File: config.mk
export PLATFORM = sky130hd
export DESIGN_NAME = alu_seq
export DESIGN_NICKNAME = d
export VERILOG_FILES = /design/src/rtl/alu_seq_pkg.sv /design/src/rtl/alu_seq_mul.sv /design/src/rtl/alu_seq.sv
export SDC_FILE = /design/constraint.sdc
export NUM_CORES = 1
export LEC_CHECK = 0
export CAP_MARGIN = 5
export CORE_UTILIZATION = 31
export CTS_BUF_LIST = sky130_fd_sc_hd__clkbuf_4 sky130_fd_sc_hd__clkbuf_8 sky130_fd_sc_hd__clkbuf_16
export CTS_CLUSTER_DIAMETER = 40
export DETAILED_ROUTE_END_ITERATION = 8
export PLACE_DENSITY = 0.48
export RECOVER_POWER = 100
export SETUP_SLACK_MARGIN = 0.1
export SLEW_MARGIN = 10
export SYNTH_ARGS = -nofsm -noshare
export SYNTH_HDL_FRONTEND = slang
export SYNTH_SLANG_ARGS = --single-unit
export TNS_END_PERCENT = 30
File: constraint.sdc
create_clock -name clk -period 4 [get_ports clk]
set_clock_uncertainty 0.15 [all_clocks]
set_input_delay 0.8 -clock clk [delete_from_list [all_inputs] [get_ports clk]]
set_output_delay 0.8 -clock clk [all_outputs]
set_load 0.02 [all_outputs]
File: src/rtl/alu_seq_pkg.sv
// rtl/alu_seq_pkg.sv - shared opcodes, FSM encoding and counter sizing for alu_seq
//
// Purpose: constants and types imported by alu_seq and alu_seq_mul.
// Ports:   none (package).
package alu_seq_pkg;

    localparam logic [3:0] OP_AND = 4'b0000;
    localparam logic [3:0] OP_SQU = 4'b0001;
    localparam logic [3:0] OP_NOR = 4'b0010;
    localparam logic [3:0] OP_ADD = 4'b0011;
    localparam logic [3:0] OP_MUL = 4'b0100;
    localparam logic [3:0] OP_SUB = 4'b0110;
    localparam logic [3:0] OP_SLT = 4'b0111;
    localparam logic [3:0] OP_MOV = 4'b1111;

    typedef enum logic {
        ST_IDLE = 1'b0,
        ST_RUN  = 1'b1
    } state_t;

    // clog2(width + 1): bits needed to hold an iteration count of 0..width
    function automatic int iter_cnt_width(input int width);
        int w;
        w = 0;
        for (int i = 0; i < 31; i++) begin
            if ((1 << i) < (width + 1)) begin
                w = i + 1;
            end
        end
        return w;
    endfunction

endpackage

File: src/rtl/alu_seq_mul.sv
// rtl/alu_seq_mul.sv - iterative radix-2 shift-add unsigned multiplier
//
// Purpose: computes a*b over WIDTH cycles, one multiplier bit per cycle.
// Ports:
//   clk, reset   clock, synchronous active-high reset
//   load         capture a (multiplicand) and b (multiplier), start iterating
//   a, b         WIDTH-bit unsigned operands
//   busy         iterations in progress
//   done         high during the final iteration cycle; product is valid then
//   product      2*WIDTH-bit result, meaningful while done is high
module alu_seq_mul
    import alu_seq_pkg::*;
#(
    parameter int WIDTH = 32
) (
    input  logic                 clk,
    input  logic                 reset,
    input  logic                 load,
    input  logic [WIDTH-1:0]     a,
    input  logic [WIDTH-1:0]     b,
    output logic                 busy,
    output logic                 done,
    output logic [2*WIDTH-1:0]   product
);

    localparam int CW = iter_cnt_width(WIDTH);

    logic [WIDTH-1:0] mcand;
    logic [WIDTH-1:0] hi;
    logic [WIDTH-1:0] lo;
    logic [CW-1:0]    cnt;

    logic [WIDTH:0]   sum;
    logic [WIDTH-1:0] hi_next;
    logic [WIDTH-1:0] lo_next;

    // {hi, lo} is the partial product with the unconsumed multiplier bits in
    // the low end of lo; each step adds the multiplicand on lo[0] and shifts
    // the whole pair right, so after WIDTH steps {hi, lo} holds the product.
    always_comb begin
        sum     = {1'b0, hi} + (lo[0] ? {1'b0, mcand} : {(WIDTH+1){1'b0}});
        hi_next = sum[WIDTH:1];
        lo_next = {sum[0], lo[WIDTH-1:1]};
    end

    // The product is taken from the next-state value so the owner can
    // register it on the same edge that retires the final iteration.
    assign done    = busy && (cnt == CW'(WIDTH - 1));
    assign product = {hi_next, lo_next};

    always_ff @(posedge clk) begin
        if (reset) begin
            busy  <= 1'b0;
            cnt   <= '0;
            mcand <= '0;
            hi    <= '0;
            lo    <= '0;
        end else if (load) begin
            busy  <= 1'b1;
            cnt   <= '0;
            mcand <= a;
            hi    <= '0;
            lo    <= b;
        end else if (busy) begin
            hi <= hi_next;
            lo <= lo_next;
            if (cnt == CW'(WIDTH - 1)) begin
                busy <= 1'b0;
                cnt  <= '0;
            end else begin
                cnt <= cnt + 1'b1;
            end
        end
    end

endmodule

File: src/rtl/alu_seq.sv
// rtl/alu_seq.sv - sequential ALU: single-cycle logic/arith ops plus iterative MUL/SQU
//
// Purpose: accepts one operation per start when idle; single-cycle ops finish
//          on the next cycle, MUL/SQU run WIDTH cycles on alu_seq_mul.
// Ports:
//   clk, reset     clock, synchronous active-high reset
//   start          request, sampled only while busy=0
//   ALUOperation   4-bit opcode, sampled with start
//   A, B           WIDTH-bit operands, sampled with start
//   busy           multi-cycle operation in progress
//   done           one-cycle pulse, result outputs updated
//   ALUResult      result (low product half for MUL/SQU)
//   ResultHi       high product half for MUL/SQU, else 0
//   Zero           ALUResult == 0
//   Overflow       signed overflow for ADD/SUB, else 0
module alu_seq
    import alu_seq_pkg::*;
#(
    parameter int WIDTH = 32
) (
    input  logic             clk,
    input  logic             reset,
    input  logic             start,
    input  logic [3:0]       ALUOperation,
    input  logic [WIDTH-1:0] A,
    input  logic [WIDTH-1:0] B,
    output logic             busy,
    output logic             done,
    output logic [WIDTH-1:0] ALUResult,
    output logic [WIDTH-1:0] ResultHi,
    output logic             Zero,
    output logic             Overflow
);

    state_t state;
    state_t state_next;

    logic                 accept;
    logic                 is_mul;
    logic                 mul_load;
    logic                 mul_busy;
    logic                 mul_done;
    logic [WIDTH-1:0]     mul_b;
    logic [2*WIDTH-1:0]   product;

    logic [WIDTH-1:0]     sum;
    logic [WIDTH-1:0]     diff;
    logic [WIDTH-1:0]     sc_res;
    logic                 sc_ovf;

    assign is_mul = (ALUOperation == OP_MUL) || (ALUOperation == OP_SQU);
    // Squaring reuses the multiplier with the multiplier operand tied to A.
    assign mul_b  = (ALUOperation == OP_SQU) ? A : B;

    assign busy = (state == ST_RUN);
    assign Zero = (ALUResult == '0);

    alu_seq_mul #(
        .WIDTH (WIDTH)
    ) u_mul (
        .clk     (clk),
        .reset   (reset),
        .load    (mul_load),
        .a       (A),
        .b       (mul_b),
        .busy    (mul_busy),
        .done    (mul_done),
        .product (product)
    );

    always_ff @(posedge clk) begin
        if (reset) begin
            state <= ST_IDLE;
        end else begin
            state <= state_next;
        end
    end

    always_comb begin
        state_next = state;
        accept     = 1'b0;
        mul_load   = 1'b0;
        case (state)
            ST_IDLE: begin
                if (start && !mul_busy) begin
                    accept = 1'b1;
                    if (is_mul) begin
                        mul_load   = 1'b1;
                        state_next = ST_RUN;
                    end
                end
            end
            ST_RUN: begin
                if (mul_done) begin
                    state_next = ST_IDLE;
                end
            end
            default: begin
                state_next = ST_IDLE;
            end
        endcase
    end

    // Single-cycle datapath; unlisted opcodes fall through to a zero result.
    always_comb begin
        sum    = A + B;
        diff   = A - B;
        sc_res = '0;
        sc_ovf = 1'b0;
        case (ALUOperation)
            OP_AND: sc_res = A & B;
            OP_NOR: sc_res = ~(A | B);
            OP_ADD: begin
                sc_res = sum;
                sc_ovf = (A[WIDTH-1] == B[WIDTH-1]) && (sum[WIDTH-1] != A[WIDTH-1]);
            end
            OP_SUB: begin
                sc_res = diff;
                sc_ovf = (A[WIDTH-1] != B[WIDTH-1]) && (diff[WIDTH-1] != A[WIDTH-1]);
            end
            OP_SLT: sc_res = {{(WIDTH-1){1'b0}}, ($signed(A) < $signed(B))};
            OP_MOV: sc_res = {{(WIDTH-1){1'b0}}, (A == B)};
            default: begin
                sc_res = '0;
                sc_ovf = 1'b0;
            end
        endcase
    end

    // Result registers only move on a completion, so they hold through RUN.
    always_ff @(posedge clk) begin
        if (reset) begin
            done      <= 1'b0;
            ALUResult <= '0;
            ResultHi  <= '0;
            Overflow  <= 1'b0;
        end else begin
            done <= 1'b0;
            if (accept && !is_mul) begin
                done      <= 1'b1;
                ALUResult <= sc_res;
                ResultHi  <= '0;
                Overflow  <= sc_ovf;
            end else if (mul_done) begin
                done      <= 1'b1;
                ALUResult <= product[WIDTH-1:0];
                ResultHi  <= product[2*WIDTH-1:WIDTH];
                Overflow  <= 1'b0;
            end
        end
    end

endmodule

# [Word level (Yosys, flattened, before mapping)]
# Index checks and enable logic that the tools add are counted.
[totals] reg_bits=170 latch_bits=0 ram_bits=0 romBits=0 input_bits=71 output_inout_bits=68 wordCells=69 mem_count=0
[classes] n_addsub=4 n_mul=0 div=0 n_lt_le_gt_ge=1 n_eq_ne=13 shift=0 mux=23 bitwise_logic=4 n_reduce_logical=14
[op_table] cell="32-bit two-way mux" count=6
[op_table] cell="32-bit case mux with 6 select lines" count=1
[op_table] cell="32-bit by 33-bit adder with 33-bit output" count=1
[op_table] cell="32-bit adder" count=1
[op_table] cell="32-bit AND" count=1
[op_table] cell="32-bit equality test" count=1
[op_table] cell="32-bit zero test" count=1
[op_table] cell="32-bit < comparator" count=1
[op_table] cell="32-bit inverter" count=1
[op_table] cell="32-bit bitwise OR" count=1
[op_table] cell="32-bit subtractor" count=1
[op_table] cell="1-bit two-way mux" count=13
[op_table] cell="4-bit by 3-bit equality test with 1-bit output (second input constant)" count=3
[op_table] cell="4-bit by 2-bit equality test with 1-bit output (second input constant)" count=2
[op_table] cell="6-bit by 1-bit adder with 6-bit output (second input constant)" count=1
[op_table] cell="6-bit by 5-bit equality test with 1-bit output (second input constant)" count=1
[op_table] cell="6-bit two-way mux" count=1
[op_table] cell="1-bit logical AND" count=5
[op_table] cell="4-bit by 1-bit equality test with 1-bit output (second input constant)" count=1
[op_table] cell="4-bit equality test (second input constant)" count=1
[op_table] cell="4-bit zero test" count=1
[op_table] cell="1-bit case mux with 2 select lines" count=2
[op_table] cell="2-bit nonzero test" count=2
[op_table] cell="2-bit OR reduction" count=2
[op_table] cell="other kinds (5)" count=8

# [Logic depth before layout (Yosys ltp)]
[depth] depth_word=6 ltp_mapped=13 depth_no_buf=13

# [Cells and area by module]
# Synthesis repeated with hierarchy kept, for this count alone.
[hier_totals] cells_unflattened=1899 area_unflattened_um2=14450.1
[by_module_without_submodules] module="alu_seq" n_inst=1 cells_each=1134 area_each_um2=8139.1 seq_area_each_um2=1341.3
[by_module_without_submodules] module="alu_seq_mul" n_inst=1 cells_each=765 area_each_um2=6311.1 seq_area_each_um2=2062.0

# [Worst setup path before layout]
# No wires, ideal clock.
[synth_path] path_kind="input to register" start="in A[0]" end="reg ALUResult[28]" setup_time_ns=0.126 arrival_time_ns=3.191 t_required_ns=3.724 slack_ns=0.533 stages=11 path_buffers=0 cell_sequence="ha_1 fa_1 a21o_1 a31o_2 a31oi_1 o21ai_0 o311ai_1 o221ai_1 o31ai_2 xor2_1 o22ai_1"
[synth_between] elab_chain_cells=3 elab_cells_between_ends=4 classes_between="add/sub (2); mux (2)"
[synth_lines] item="start: declaration" line_no="alu_seq.sv:25" rtl="input logic [WIDTH-1:0] A,"
[synth_lines] item="32-bit subtractor / 32-bit adder (equally long branches)" line_no="alu_seq.sv:107, alu_seq.sv:106"
[synth_lines] item="32-bit case mux with 6 select lines (*)" line_no="alu_seq.sv:110" rtl="case (ALUOperation)"
[synth_lines] item="32-bit two-way mux (*)" line_no="alu_seq.sv:139" rtl="if (accept && !is_mul) begin"
[synth_lines] item="end signal: assignment" line_no="alu_seq.sv:141" rtl="ALUResult <= sc_res;"
[synth_lines] item="end signal: assignment" line_no="alu_seq.sv:146" rtl="ALUResult <= product[WIDTH-1:0];"
[synth_lines] item="end: declaration" line_no="alu_seq.sv:29" rtl="output logic [WIDTH-1:0] ALUResult,"
# Every way passes the cells marked *; elsewhere a longest branch is shown, timed or not.
# A chain may end at the register's enable or synchronous reset.

# [Final worst setup path]
[layout_path] start="in B[1]" end="reg ALUResult[21]"
[layout_between] elab_chain_cells=3 elab_cells_between_ends=4 classes_between="add/sub (2); mux (2)"
[layout_lines] item="start: declaration" line_no="alu_seq.sv:26" rtl="input logic [WIDTH-1:0] B,"
[layout_lines] item="32-bit subtractor / 32-bit adder (equally long branches)" line_no="alu_seq.sv:107, alu_seq.sv:106"
[layout_lines] item="32-bit case mux with 6 select lines (*)" line_no="alu_seq.sv:110"
[layout_lines] item="32-bit two-way mux (*)" line_no="alu_seq.sv:139"
# Marked as above.

==> summary.txt <==
Register Area: 3410 um2
R2R cell count: 13
ys async rst share: 0%
fin crit share: 96.8%
Root Buffer: clkbuf_16
status: complete, but fails checks
worst-margin pin slew: 1.92 ns
Crit-path slowest cell: clkdlybuf4s50_1
leakage: 7.66 nW
Mapped Nets: 2048
DRT iter0 DRCs: 1174
crit path kind: primary input to flip-flop
die area: 44900 um2
DRC Markers: 0
# diodes: 0
Placement Cell Area: 17200 um2
crit end category: flip-flop
Final GP Congestion: 0.944
CTS buffer count: 17
worst path arrival time: 4.07 ns
Die Height: 212 um
post-place setup slack: -0.387 ns
clock tree buffer depth: 2
Hold Crit Start: ResultHi[16]
max incr delay on CP: 0.57 ns
hold path depth: 2
Synth Flop Type: dfxtp_1
Fillers: 4572
CP top delay family: compound AO/OA/AOI/OAI gates
initial antenna violation count: 0
vias in the first global route: 14500
Critical R2R Launch: u_mul.lo[0]
Final Critical Period: 3.87 ns
ratio of cells with drive above 1 in the final layout: 14.9%
most common cell after layout, fill and taps aside: nand2_1
die width: 212 um
Mean Syn Cell Area: 7.43 um2
RSZ-0062 raised after global routing: true
Post-CTS Hold Buffers: 0
worst setup margin: 0.128 ns
failing checks: max-capacitance violations, max-slew violations
Port Buffers: 138
H-tree depth: 4
Initial Utilization: 31.6%
Gate Count Post-Synth: 1839
Yosys warning total: 0
commonest cells after routing, fill and taps aside: 269 x nand2_1, 228 x buf_4, 193 x a21oi_1, 168 x dfxtp_1, 158 x nor2_1
sequential area share after synthesis: 24.9%
post-synth cell types: 91
CTS clk-pin slew, worst paths: 0.08 ns
relative slew slack: -27.9%
crit-path cells: clkdlybuf4s50_1 -> inv_1 -> ha_1 -> a211oi_1 -> nor2_1 -> o41ai_2 -> a211oi_1 -> clkbuf_1 -> nor2_1 -> clkbuf_1 -> o31ai_2 -> a221o_1 -> a21oi_1 -> a2111oi_2
Avg WL per Cell: 20.8 um
CTS tree: yes
largest area contributor in the netlist: dfxtp_1
Detail Placement HPWL: 43900 um
core area: 43300 um2
overall power: 4.94 mW
Critical R2R Capture: ResultHi[31]
I/O pin count: 139
Post-Syn Area: 13700 um2
dpl cells: 2686
largest cells by area after synthesis: dfxtp_1 25%, ha_1 12%, nand2_1 7.4%
Min-Delay Endpoint: ResultHi[16]
Design Area, Final: 17700 um2
worst setup path start: B[1]
via count: 14700
EDFF count, synth: 0
first drt pass iteration count: 5
post-DR vias/cell: 5.40
r2r setup slk: 0.24 ns
Final ANT Viol Nets: 0
Setup-failing EPs final: 0
GRT Residual Overflow: 0
Yosys reg bits: 170
Required @ worst endpoint: 4.20 ns
nets@finish: 2329
worst skew pair latency: 0.45 ns
Hold Crit Class: flip-flop to flip-flop
Multi-input gate area: 9400 um2
Yosys top cell area share: 24.9%
largest net degree at the start of global routing: 87
ratio of total power to cell area: 278 nW/um2
first-pass GRT wire length: 86100 um
clock sink count: 170
Worst Path Buf+Inv: 4
FP Rows: 76
maximum VDD drop: 0.000251 V
Hold Vio Cnt, Final: 0
Max-Cap Viols: 2
type of origin of the critical path: primary input
Area Growth Syn to Fin: 29.9%
Non-Filler Instances: 2717
f_max: 258 MHz
Max Slew Vio Count: 101
worst-path maximum fanout: 4
total global-route track usage: 25.3%
total wire length: 56500 um
registers in the layout, summed over array words and instances, names as in the netlist:
| register | flops |
|---|---|
| ALUResult | 32 |
| Overflow | 1 |
| ResultHi | 32 |
| busy | 1 |
| done | 1 |
| u_mul.busy | 1 |
| u_mul.cnt | 6 |
| u_mul.hi | 32 |
| u_mul.lo | 32 |
| u_mul.mcand | 32 |
kinds of logic after synthesis:
family                     count (synthesis)  synth area share [%]
AOI/OAI and AO/OA                        620                  31.0
and+or+nand+nor                          604                  19.6
buffers and inverters                    237                  6.92
DFF                                      170                  24.9
adders and majority gates                138                  12.8
xor gates and xnor gates                  40                  2.56
muxes                                     30                  2.22
report_power, final:
part,switching [mW],total [mW],internal [mW],leakage [nW]
clock,0.814,1.67,0.858,0.276
sequential,0.0520,1.79,1.74,1.38
combinational,0.862,1.47,0.611,6.01
cell type report:
cell class	instances	share of cell area, %
multi-input cells	1432	53.0
flip-flops and latches	170	19.2
repair buffers	383	18.0
well taps	585	4.13
clock buffers	20	2.60
inverters	116	2.45
clock inverters	11	0.614
per-stage QoR:
stage          hold slack, ns  TNS (ns)  utilization, %
5_1_grt                 0.314         0            41.0
3_5_place_dp            0.295     -4.76            39.6
3_3_place_gp            0.290     -3.99            39.6
2_1_floorplan           0.282         0               -
4_1_cts                 0.306         0            41.0
6_report                0.299         0            41.0
timing repair:
action | CTS | global route
gates resized for setup | 1 | 23
buffers inserted | 0 | 0
setup endpoints to repair | 4 | 28
pin swaps | 0 | 3
synthesized netlist by cell type (5+ instances only):
cell type and number:
nand2_1 269, and2_1 35, nor2_1 160, ha_1 135, xnor2_1 29, o211a_1 7
a222oi_1 8, o21bai_1 17, a221o_1 15, a2111oi_0 6, xor2_1 11, a31oi_1 14
a311oi_1 6, dfxtp_1 170, nor4_1 18, o221ai_1 18, nand3_1 19, o211ai_1 19
inv_1 115, nand2b_1 9, a22oi_1 16, nand3b_1 7, a21o_1 33, a221oi_1 41
o41ai_1 5, a21oi_1 195, buf_2 15, buf_1 7, o21ai_0 87, nor3b_1 5
a211oi_1 18, or3_1 5, o22ai_1 10, clkbuf_1 93, or2_2 8, o21a_1 19
nor2b_1 9, mux2i_1 28, o31ai_1 17, nor3_1 35, nand4_1 15
worst min-delay path, delay by kind of cell (launching register included):
family | cells | cell delay [ns]
flip-flops | 1 | 0.31
AND/OR/NAND/NOR | 1 | 0.05
AO/OA/AOI/OAI | 1 | 0.05
layer usage:
layer / up-vias / global-route usage, % / part of all wire, % / wire length [um]
met5: - / 0 / 0 / 0
met4: 0 / 8.15 / 2.4 / 1380
met3: 57 / 4.15 / 5.5 / 3110
met2: 470 / 40.3 / 45 / 25500
met1: 6974 / 34.4 / 47 / 26500
li1: 7173 / - / - / -
worst max path at each step:
stage,to,slack [ns],cells past startpoint
3_5_place_dp,ALUResult[23],-0.39,14
5_1_grt,ALUResult[29],0.009,13
2_1_floorplan,ALUResult[28],0.53,11
6_report,ALUResult[21],0.13,14
3_3_place_gp,ALUResult[23],-0.38,14
4_1_cts,ALUResult[26],0.07,14
Power figures use the tool's default switching activity.
